==> src/rtl/clk_gen_pkg.sv <==
// Shared encodings and helpers for the clock-source divider blocks.
package clk_gen_pkg;

  localparam logic MODE_INT  = 1'b0;
  localparam logic MODE_POW2 = 1'b1;

  localparam int unsigned MIN_DIV = 2;

  typedef enum logic {
    ST_IDLE = 1'b0,
    ST_RUN  = 1'b1
  } div_state_t;

  // Power-of-two exponent limited to [1, max_k] so the period stays within 2..2^max_k.
  function automatic int unsigned clamp_exp(input int unsigned k, input int unsigned max_k);
    int unsigned r;
    r = k;
    if (r < 1) r = 1;
    if (r > max_k) r = max_k;
    return r;
  endfunction

endpackage

==> src/rtl/div_cfg_decode.sv <==
// Maps a divide configuration (mode, value) to period-minus-one and high-phase-minus-one.
module div_cfg_decode
  import clk_gen_pkg::*;
#(
  parameter int unsigned DIV_W = 8
) (
  input  logic             mode,
  input  logic [DIV_W-1:0] val,
  output logic [DIV_W-1:0] pm1,
  output logic [DIV_W-1:0] hm1
);

  localparam int unsigned PW = DIV_W + 1;

  logic [PW-1:0] period;

  // One extra bit holds 2^DIV_W; odd periods give the high phase the extra cycle.
  always_comb begin
    period = PW'(MIN_DIV);
    if (mode == MODE_POW2) begin
      period = PW'(1) << clamp_exp(32'(val), DIV_W);
    end else if (PW'(val) >= PW'(MIN_DIV)) begin
      period = PW'(val);
    end
    pm1 = DIV_W'(period - PW'(1));
    hm1 = DIV_W'(((period + PW'(1)) >> 1) - PW'(1));
  end

endmodule

==> src/rtl/prog_clk_divider.sv <==
// Programmable clock divider: registered divided clock plus period tick, with
// divisor changes and start/stop confined to period boundaries.
module prog_clk_divider
  import clk_gen_pkg::*;
#(
  parameter int unsigned DIV_W       = 8,
  parameter int unsigned DEFAULT_DIV = 2
) (
  input  logic             clk,
  input  logic             reset,
  input  logic             en,
  input  logic             div_wr,
  input  logic             div_mode,
  input  logic [DIV_W-1:0] div_val,
  output logic             clk_out,
  output logic             tick,
  output logic             running,
  output logic             cfg_pending,
  output logic             cfg_applied
);

  localparam logic [DIV_W-1:0] RST_PM1 = DIV_W'(DEFAULT_DIV - 1);
  localparam logic [DIV_W-1:0] RST_HM1 = DIV_W'((DEFAULT_DIV + 1) / 2 - 1);

  div_state_t       state, state_nxt;
  logic [DIV_W-1:0] cnt, cnt_nxt;
  logic [DIV_W-1:0] act_pm1, act_pm1_nxt;
  logic [DIV_W-1:0] act_hm1, act_hm1_nxt;
  logic             pend_mode, pend_mode_nxt;
  logic [DIV_W-1:0] pend_val, pend_val_nxt;
  logic [DIV_W-1:0] pend_pm1, pend_hm1;
  logic             clk_out_nxt, tick_nxt, running_nxt;
  logic             cfg_pending_nxt, cfg_applied_nxt;
  logic             boundary, apply_cfg;

  div_cfg_decode #(
    .DIV_W(DIV_W)
  ) u_decode (
    .mode(pend_mode),
    .val (pend_val),
    .pm1 (pend_pm1),
    .hm1 (pend_hm1)
  );

  always_ff @(posedge clk) begin
    if (reset) begin
      state       <= ST_IDLE;
      cnt         <= '0;
      act_pm1     <= RST_PM1;
      act_hm1     <= RST_HM1;
      pend_mode   <= MODE_INT;
      pend_val    <= '0;
      clk_out     <= 1'b0;
      tick        <= 1'b0;
      running     <= 1'b0;
      cfg_pending <= 1'b0;
      cfg_applied <= 1'b0;
    end else begin
      state       <= state_nxt;
      cnt         <= cnt_nxt;
      act_pm1     <= act_pm1_nxt;
      act_hm1     <= act_hm1_nxt;
      pend_mode   <= pend_mode_nxt;
      pend_val    <= pend_val_nxt;
      clk_out     <= clk_out_nxt;
      tick        <= tick_nxt;
      running     <= running_nxt;
      cfg_pending <= cfg_pending_nxt;
      cfg_applied <= cfg_applied_nxt;
    end
  end

  always_comb begin
    state_nxt       = state;
    cnt_nxt         = cnt;
    act_pm1_nxt     = act_pm1;
    act_hm1_nxt     = act_hm1;
    pend_mode_nxt   = pend_mode;
    pend_val_nxt    = pend_val;
    clk_out_nxt     = clk_out;
    tick_nxt        = 1'b0;
    cfg_pending_nxt = cfg_pending;
    cfg_applied_nxt = 1'b0;

    boundary  = (state == ST_RUN) && (cnt == act_pm1);
    apply_cfg = cfg_pending && ((state == ST_IDLE) || boundary);

    // A pending value takes effect for the period that starts on this edge.
    if (apply_cfg) begin
      act_pm1_nxt     = pend_pm1;
      act_hm1_nxt     = pend_hm1;
      cfg_pending_nxt = 1'b0;
      cfg_applied_nxt = 1'b1;
    end

    case (state)
      ST_IDLE: begin
        if (en) begin
          state_nxt   = ST_RUN;
          cnt_nxt     = '0;
          clk_out_nxt = 1'b1;
          tick_nxt    = 1'b1;
        end
      end
      ST_RUN: begin
        if (boundary) begin
          cnt_nxt = '0;
          if (en) begin
            clk_out_nxt = 1'b1;
            tick_nxt    = 1'b1;
          end else begin
            state_nxt   = ST_IDLE;
            clk_out_nxt = 1'b0;
          end
        end else begin
          cnt_nxt = cnt + DIV_W'(1);
          if (cnt == act_hm1) clk_out_nxt = 1'b0;
        end
      end
      default: state_nxt = ST_IDLE;
    endcase

    // A write on a boundary edge lands in the pending register for the next boundary.
    if (div_wr) begin
      pend_mode_nxt   = div_mode;
      pend_val_nxt    = div_val;
      cfg_pending_nxt = 1'b1;
    end

    running_nxt = (state_nxt == ST_RUN);
  end

endmodule
==> config.mk <==
export PLATFORM = sky130hd
export DESIGN_NAME = prog_clk_divider
export DESIGN_NICKNAME = d
export VERILOG_FILES = /design/src/rtl/clk_gen_pkg.sv /design/src/rtl/div_cfg_decode.sv /design/src/rtl/prog_clk_divider.sv
export SDC_FILE = /design/constraint.sdc
export NUM_CORES = 1
export LEC_CHECK = 0
export ABC_AREA = 1
export CAP_MARGIN = 10
export CELL_PAD_IN_SITES_DETAIL_PLACEMENT = 1
export CELL_PAD_IN_SITES_GLOBAL_PLACEMENT = 2
export CORE_MARGIN = 2
export CORE_UTILIZATION = 36
export DETAILED_ROUTE_END_ITERATION = 6
export GPL_TIMING_DRIVEN = 0
export PLACE_DENSITY_LB_ADDON = 0.1
export SLEW_MARGIN = 5
export SYNTH_ARGS = -nofsm -noshare
export SYNTH_HDL_FRONTEND = slang
export SYNTH_SLANG_ARGS = --single-unit
export TNS_END_PERCENT = 30
==> constraint.sdc <==
create_clock -name clk -period 6 [get_ports clk]
set_clock_uncertainty 0.15 [all_clocks]
set_input_delay 0.6 -clock clk [delete_from_list [all_inputs] [get_ports clk]]
set_output_delay 0.6 -clock clk [all_outputs]
set_load 0.01 [all_outputs]
==> run_results.csv, run 1 <==
group,metric,value,unit
status,status,"finished clean",
placed_design,portBuffers,16,
power_and_ir_drop,finalPower,625,uW
floorplan,rows,29,
drt,drt_iter0_markers,78,
placed_design,placed_cell_area,2610,um^2
synthesis,synth_cells,336,
grt,grt_busiest_layer,"met2",
clocking,cts_num_sinks,37,
timing,hold_violations,0,
worst_hold_path,hold_class,"register to register",
setup_path,end_kind,"register",
synthesis,synth_top_area_cell,"dfxtp_1",
placed_design,dp_hpwl,5110,um
power_and_ir_drop,power_density,232,nW/um^2
grt,overflow,0,
drt,viasPerCell,5.06,
timing,hold_ws,0.337,ns
drt,drt_wl_total,6170,um
timing,tightestPinTransition,0.528,ns
layout,area_growth,14.6,%
timing,relSlewSlack,64.8,%
grt,grt_max_degree,13,
floorplan,core_area,6350,um^2
power_and_ir_drop,max-vdd-ir-drop,0.000104,V
drt,drt.antenna.violating_nets,0,
synthesis,synth_nets,353,
clocking,clk_pin_slew,0.08,ns
grt,grtUsageTotal,18.8,%
timing,period_minus_slack,2.53,ns
grt,grt.met2_usage,32.9,%
grt,grt_pass1_vias,2310,
synthesis,ys_seq_area_share,31.5,%
setup_path,crit_type,"register to register",
floorplan,ios,18,
floorplan,dieArea,7200,um^2
timing,fin_crit_sh,42.1,%
floorplan,die_w,84.9,um
setup_path,arrival,2.56,ns
layout,mostFrequentLayoutCell,"nand2_1",
power_and_ir_drop,clock_power_share,27.4,%
clocking,cts_tree,"yes",
floorplan,die_y,84.9,um
clocking,clock-root-buffer,"clkbuf_8",
layout,final_layout_size_suffix_gt1_share,14.2,%
layout,fin_area,2700,um^2
timing,fin_tns_setup,0,ns
layout,fillers,838,
power_and_ir_drop,sw_frac_of_total,34.2,%
synthesis,ys_top_cells_by_area,"dfxtp_1 (31%), nand2_1 (9.7%), inv_1 (7.0%), o21ai_0 (5.5%), a21oi_1 (5.1%)",
power_and_ir_drop,switchingPower,214,uW
setup_path,required,6.03,ns
synthesis,avgSynthCellArea,7.00,um^2
synthesis,ys_warn_count,0,
grt,antenna_found_initial,0,
clocking,cts_setup_buffers,0,
floorplan,start_util,37.1,%
power_and_ir_drop,p_int,411,uW
power_and_ir_drop,power_leakage,0.00112,uW
placed_design,gp_congestion,0.840,
synthesis,syn_area,2350,um^2
timing,max_freq,396,MHz
clocking,cts_resized,0,
power_and_ir_drop,pwr-share-comb,27.7,%
clocking,cts_max_path_buffers,2,
synthesis,synth_top_area_share,31.5,%
clocking,insertion_delay,0.29,ns
synthesis,synth_cell_types,37,
clocking,hold_buffers,0,
drt,wire_per_inst,14.1,um
grt,grtUsageMet1,24.4,%
run,cap_violations,0,
clocking,numCtsBuffers,5,
layout,final_cell_mix,"nand2_1 (61), inv_1 (44), dfxtp_1 (37)",
clocking,h-tree-depth,2,
timing,drv_slew,0,
setup_path,start_kind,"register",
synthesis,ys_ff_latch,37,
drt,dr.pass1.iters,4,
timing,final-setup-viol-count,0,
setup_path,crit_path_max_fanout,4,
grt,grt_use_met3,2.04,%
drt,vias,2212,
layout,final_util,42.5,%
grt,grt_pass1_wl,11000,um
power_and_ir_drop,seqPwrFrac,44.8,%
drt,drc,0,
layout,diodes,0,
layout,nets,376,
timing,rsz0062_at_grt,"false",
through the flow:
stage,cells,setup slack [ns]
2_1_floorplan,336,3.80
3_3_place_gp,429,3.52
3_5_place_dp,429,3.45
4_1_cts,437,3.43
5_1_grt,437,3.16
6_report,437,3.47
layer usage:
layer,routed length (um),share of wire [%]
met4,112,1.8
met3,63,1.0
met2,3030,49
met1,2960,48
met5,0,0
sequential cells by signal (all words and copies together) (netlist names):
| name | flops |
|---|---|
| tick | 1 |
| act_pm1 | 8 |
| clk_out | 1 |
| cnt | 8 |
| cfg_applied | 1 |
| pend_mode | 1 |
| pend_val | 8 |
| cfg_pending | 1 |
| state | 1 |
| act_hm1 | 7 |
cells by family after synthesis:
family	Yosys count	synth area share, %
compound gates	68	16.3
xor+xnor	17	6.33
fa+ha+maj	4	2.13
buf+inv	57	9.57
flops	37	31.5
simple gates	153	34.2
Yosys cell counts:
master and instances:
o211ai_1 2, xnor2_1 13, nand3_2 3, inv_2 4, nand4_2 2, and3_1 1, buf_6 1, o221ai_1 2
dfxtp_1 37, a21oi_1 24, nand3_1 11, nand4_1 13, buf_2 3, clkbuf_1 5, or2_2 3, o21ai_1 4
nand3b_1 1, a211oi_1 2, nand3_4 2, nor3_2 2, a31o_2 1, a31oi_2 1, o31ai_1 1, nor2_4 4
nor3_1 5, nor2_2 3, xor2_1 4, a31oi_1 2, o21ai_2 2, nand2_1 61, a21boi_0 1, ha_1 4
nor2_1 30, nand2_4 4, nand2_2 8, inv_1 44, o21ai_0 26
critical path, stage by stage (launching register included):
cell and delay (ns):
dfxtp_1 0.32, inv_1 0.09, nand2_2 0.14, inv_1 0.08, nand2_1 0.07, nor2_1 0.05, nor3_2 0.24, ha_1 0.24
xnor2_1 0.15, ha_1 0.21, inv_1 0.06, nor2_1 0.12, nand2_2 0.08, nor2_4 0.10, nand2_2 0.05, nand2_1 0.06
nand2_1 0.05, o21ai_1 0.12, inv_1 0.05
area by class of cell:
cell class / count / area (um^2) / share of cell area [%]
Sequential cell: 37 / 741 / 27.5
Buffer: 9 / 45.0 / 1.67
Timing Repair Buffer: 16 / 160 / 5.94
Multi-Input combinational cell: 242 / 1390 / 51.5
Clock inverter: 3 / 17.5 / 0.650
Tap cell: 77 / 96.3 / 3.57
Clock buffer: 5 / 68.8 / 2.55
Inverter: 48 / 180 / 6.68
final timing paths:
kind,slack [ns],cells after the start,from,to
worst max-delay path,3.47,18,pend_val[7]$_SDFFE_PP0P_,act_hm1[6]$_SDFFE_PP0P_
worst min-delay path,0.34,2,cfg_pending$_SDFFE_PP0P_,cfg_pending$_SDFFE_PP0P_
worst max register to register,3.47,18,pend_val[7]$_SDFFE_PP0P_,act_hm1[6]$_SDFFE_PP0P_
worst min register to register,0.34,2,cfg_pending$_SDFFE_PP0P_,cfg_pending$_SDFFE_PP0P_
power by group through the flow:
stage / logic [uW] / clock network (uW) / registers [uW]
2_1_floorplan: 126 / 0 / 283
3_5_place_dp: 176 / 0 / 287
3_3_place_gp: 172 / 0 / 286
6_report: 173 / 171 / 280
4_1_cts: 177 / 178 / 281
5_1_grt: 200 / 188 / 284
Note: power is estimated with default switching activity, not from simulation.
==> inputs of run 2 (changes only) <==
--- a/config.mk
+++ b/config.mk
@@ -10,7 +10,7 @@
 export CELL_PAD_IN_SITES_DETAIL_PLACEMENT = 1
 export CELL_PAD_IN_SITES_GLOBAL_PLACEMENT = 2
 export CORE_MARGIN = 2
-export CORE_UTILIZATION = 36
+export CORE_UTILIZATION = 30
 export DETAILED_ROUTE_END_ITERATION = 6
 export GPL_TIMING_DRIVEN = 0
 export PLACE_DENSITY_LB_ADDON = 0.1
==> constraint.sdc (replaced) <==
create_clock -name clk -period 2 [get_ports clk]
set_clock_uncertainty 0.15 [all_clocks]
set_input_delay 0.2 -clock clk [delete_from_list [all_inputs] [get_ports clk]]
set_output_delay 0.2 -clock clk [all_outputs]
set_load 0.01 [all_outputs]
==> run_results.csv, run 2 (synthesized netlist as in run 1, its figures left out) <==
group,metric,value,unit
timing,tightestPinTransition,0.507,ns
setup_path,end_kind,"register",
layout,area_growth,43.0,%
layout,final_layout_size_suffix_gt1_share,35.9,%
power_and_ir_drop,p_int,1370,uW
power_and_ir_drop,max-vdd-ir-drop,0.000288,V
timing,rsz0062_at_grt,"true",
clocking,cts_num_sinks,37,
floorplan,ios,18,
clocking,h-tree-depth,2,
timing,max_freq,415,MHz
setup_path,crit_type,"register to register",
timing,final-setup-viol-count,10,
power_and_ir_drop,pwr-share-comb,35.9,%
grt,antenna_found_initial,0,
clocking,numCtsBuffers,5,
placed_design,portBuffers,16,
drt,drt_wl_total,7410,um
floorplan,start_util,30.8,%
placed_design,gp_congestion,0.785,
layout,reg_top3,"act_pm1 (8), cnt (8), pend_val (8)",
floorplan,die_w,92.6,um
grt,grt_pass1_vias,2445,
power_and_ir_drop,power_density,633,nW/um^2
floorplan,die_y,92.6,um
layout,final_util,44.0,%
timing,hold_ws,0.203,ns
layout,fillers,956,
layout,mostFrequentLayoutCell,"nand2_1",
layout,diodes,0,
status,status,"finished, violations left",
setup_path,arrival,2.51,ns
clocking,clock-root-buffer,"clkbuf_8",
power_and_ir_drop,clock_power_share,24.5,%
timing,drv_slew,0,
status,violations,"negative setup slack",
setup_path,r2r_cells,14,
power_and_ir_drop,power_leakage,0.00133,uW
floorplan,rows,32,
placed_design,dp_hpwl,5230,um
power_and_ir_drop,switchingPower,759,uW
layout,final_cell_count_no_fill,497,
grt,grtUsageTotal,17.7,%
clocking,insertion_delay,0.29,ns
layout,regArea,769,um^2
clocking,cts_max_path_buffers,2,
worst_hold_path,hold_depth,4,
drt,dr.pass1.iters,4,
grt,grt_max_degree,12,
timing,fin_tns_setup,-2.86,ns
placed_design,placed_cells,454,
setup_path,timing.rr.start,"pend_val[4]$_SDFFE_PP0P_",
drt,drc,0,
power_and_ir_drop,sw_frac_of_total,35.7,%
timing,timing.final.ws_setup,-0.410,ns
floorplan,core_area,7650,um^2
worst_hold_path,hold_class,"input pin to register",
timing,relSlewSlack,66.2,%
timing,fin_crit_sh,121,%
setup_path,required,2.10,ns
setup_path,worstSetupStartpoint,"pend_val[4]$_SDFFE_PP0P_",
timing,period_minus_slack,2.41,ns
floorplan,dieArea,8570,um^2
power_and_ir_drop,seqPwrFrac,39.6,%
grt,overflow,0,
drt,viasPerCell,4.71,
setup_path,start_kind,"register",
drt,wire_per_inst,14.9,um
grt,grt_pass1_wl,12100,um
clocking,cts_tree,"yes",
setup_path,crit_path_max_fanout,3,
clocking,hold_buffers,0,
layout,final_cell_mix,"nand2_1 (46), inv_1 (34), buf_4 (32)",
worst_hold_path,min_from,"reset",
clocking,clk_pin_slew,0.08,ns
layout,nets,411,
drt,vias,2341,
power_and_ir_drop,finalPower,2130,uW
run,cap_violations,0,
drt,drt.antenna.violating_nets,0,
layout,multi_input_area,1680,um^2
drt,drt_iter0_markers,40,
timing,hold_violations,0,
-- run 2: cell count changes in the layout (fill, tap and decap cells not counted), sizes merged --
cell,delta
buf,+35
clkbuf,+1
inv,-1
-- run 2: final timing paths --
kind / end / slack [ns]
min: act_hm1[7]$_SDFFE_PP0P_ / 0.20
max reg2reg: act_pm1[6]$_SDFFE_PP0P_ / -0.41
max: act_pm1[6]$_SDFFE_PP0P_ / -0.41
min reg2reg: act_pm1[2]$_SDFFE_PP0P_ / 0.33
-- run 2: layer usage --
layer	part of all wire (%)	wire, um	track usage (%)
met3	1.0	74	2.28
met2	51	3790	31.8
met4	1.2	90	4.98
met5	0	0	0
met1	47	3460	22.2
-- run 2: repair_timing --
| item | CTS | global route |
|---|---|---|
| cloned | 0 | 0 |
| pin swaps | 18 | 27 |
| buffers inserted | 15 | 20 |
| gates resized for setup | 57 | 54 |
| endpoints found under the setup margin | 16 | 18 |
-- run 2: cell type report --
cell class | instances | share of cell area [%]
inverter | 48 | 5.99
sequential | 37 | 22.9
clock inverter | 2 | 0.297
clock buffer | 6 | 2.16
buffer | 9 | 2.08
multi-input combinational | 242 | 49.9
tap | 102 | 3.79
timing repair buffer | 51 | 12.9
-- run 2: through the flow --
stage,setup WS (ns),instance area [um^2]
2_1_floorplan,-0.182,2360
3_3_place_gp,-0.544,2640
3_5_place_dp,-0.584,2640
4_1_cts,-0.396,3020
5_1_grt,-0.584,3370
6_report,-0.410,3370
-- run 2: critical path, stage by stage, from the launching register on --
cell and delay (ns):
dfxtp_4 0.36, nor2_4 0.15, buf_4 0.14, nand2_4 0.05, nor2_4 0.11, nor3_4 0.06, buf_6 0.13, buf_4 0.14
inv_4 0.07, ha_4 0.14, nand4_1 0.19, nor3_2 0.27, xor2_1 0.24, o21ai_1 0.10, inv_1 0.05
-- run 2: power by group through the flow --
stage	clock network [uW]	logic (uW)	registers, uW
after floorplan	0	378	850
after global placement	0	524	858
after detailed placement	0	531	859
after CTS	538	634	847
after global routing	570	850	852
final	521	764	844
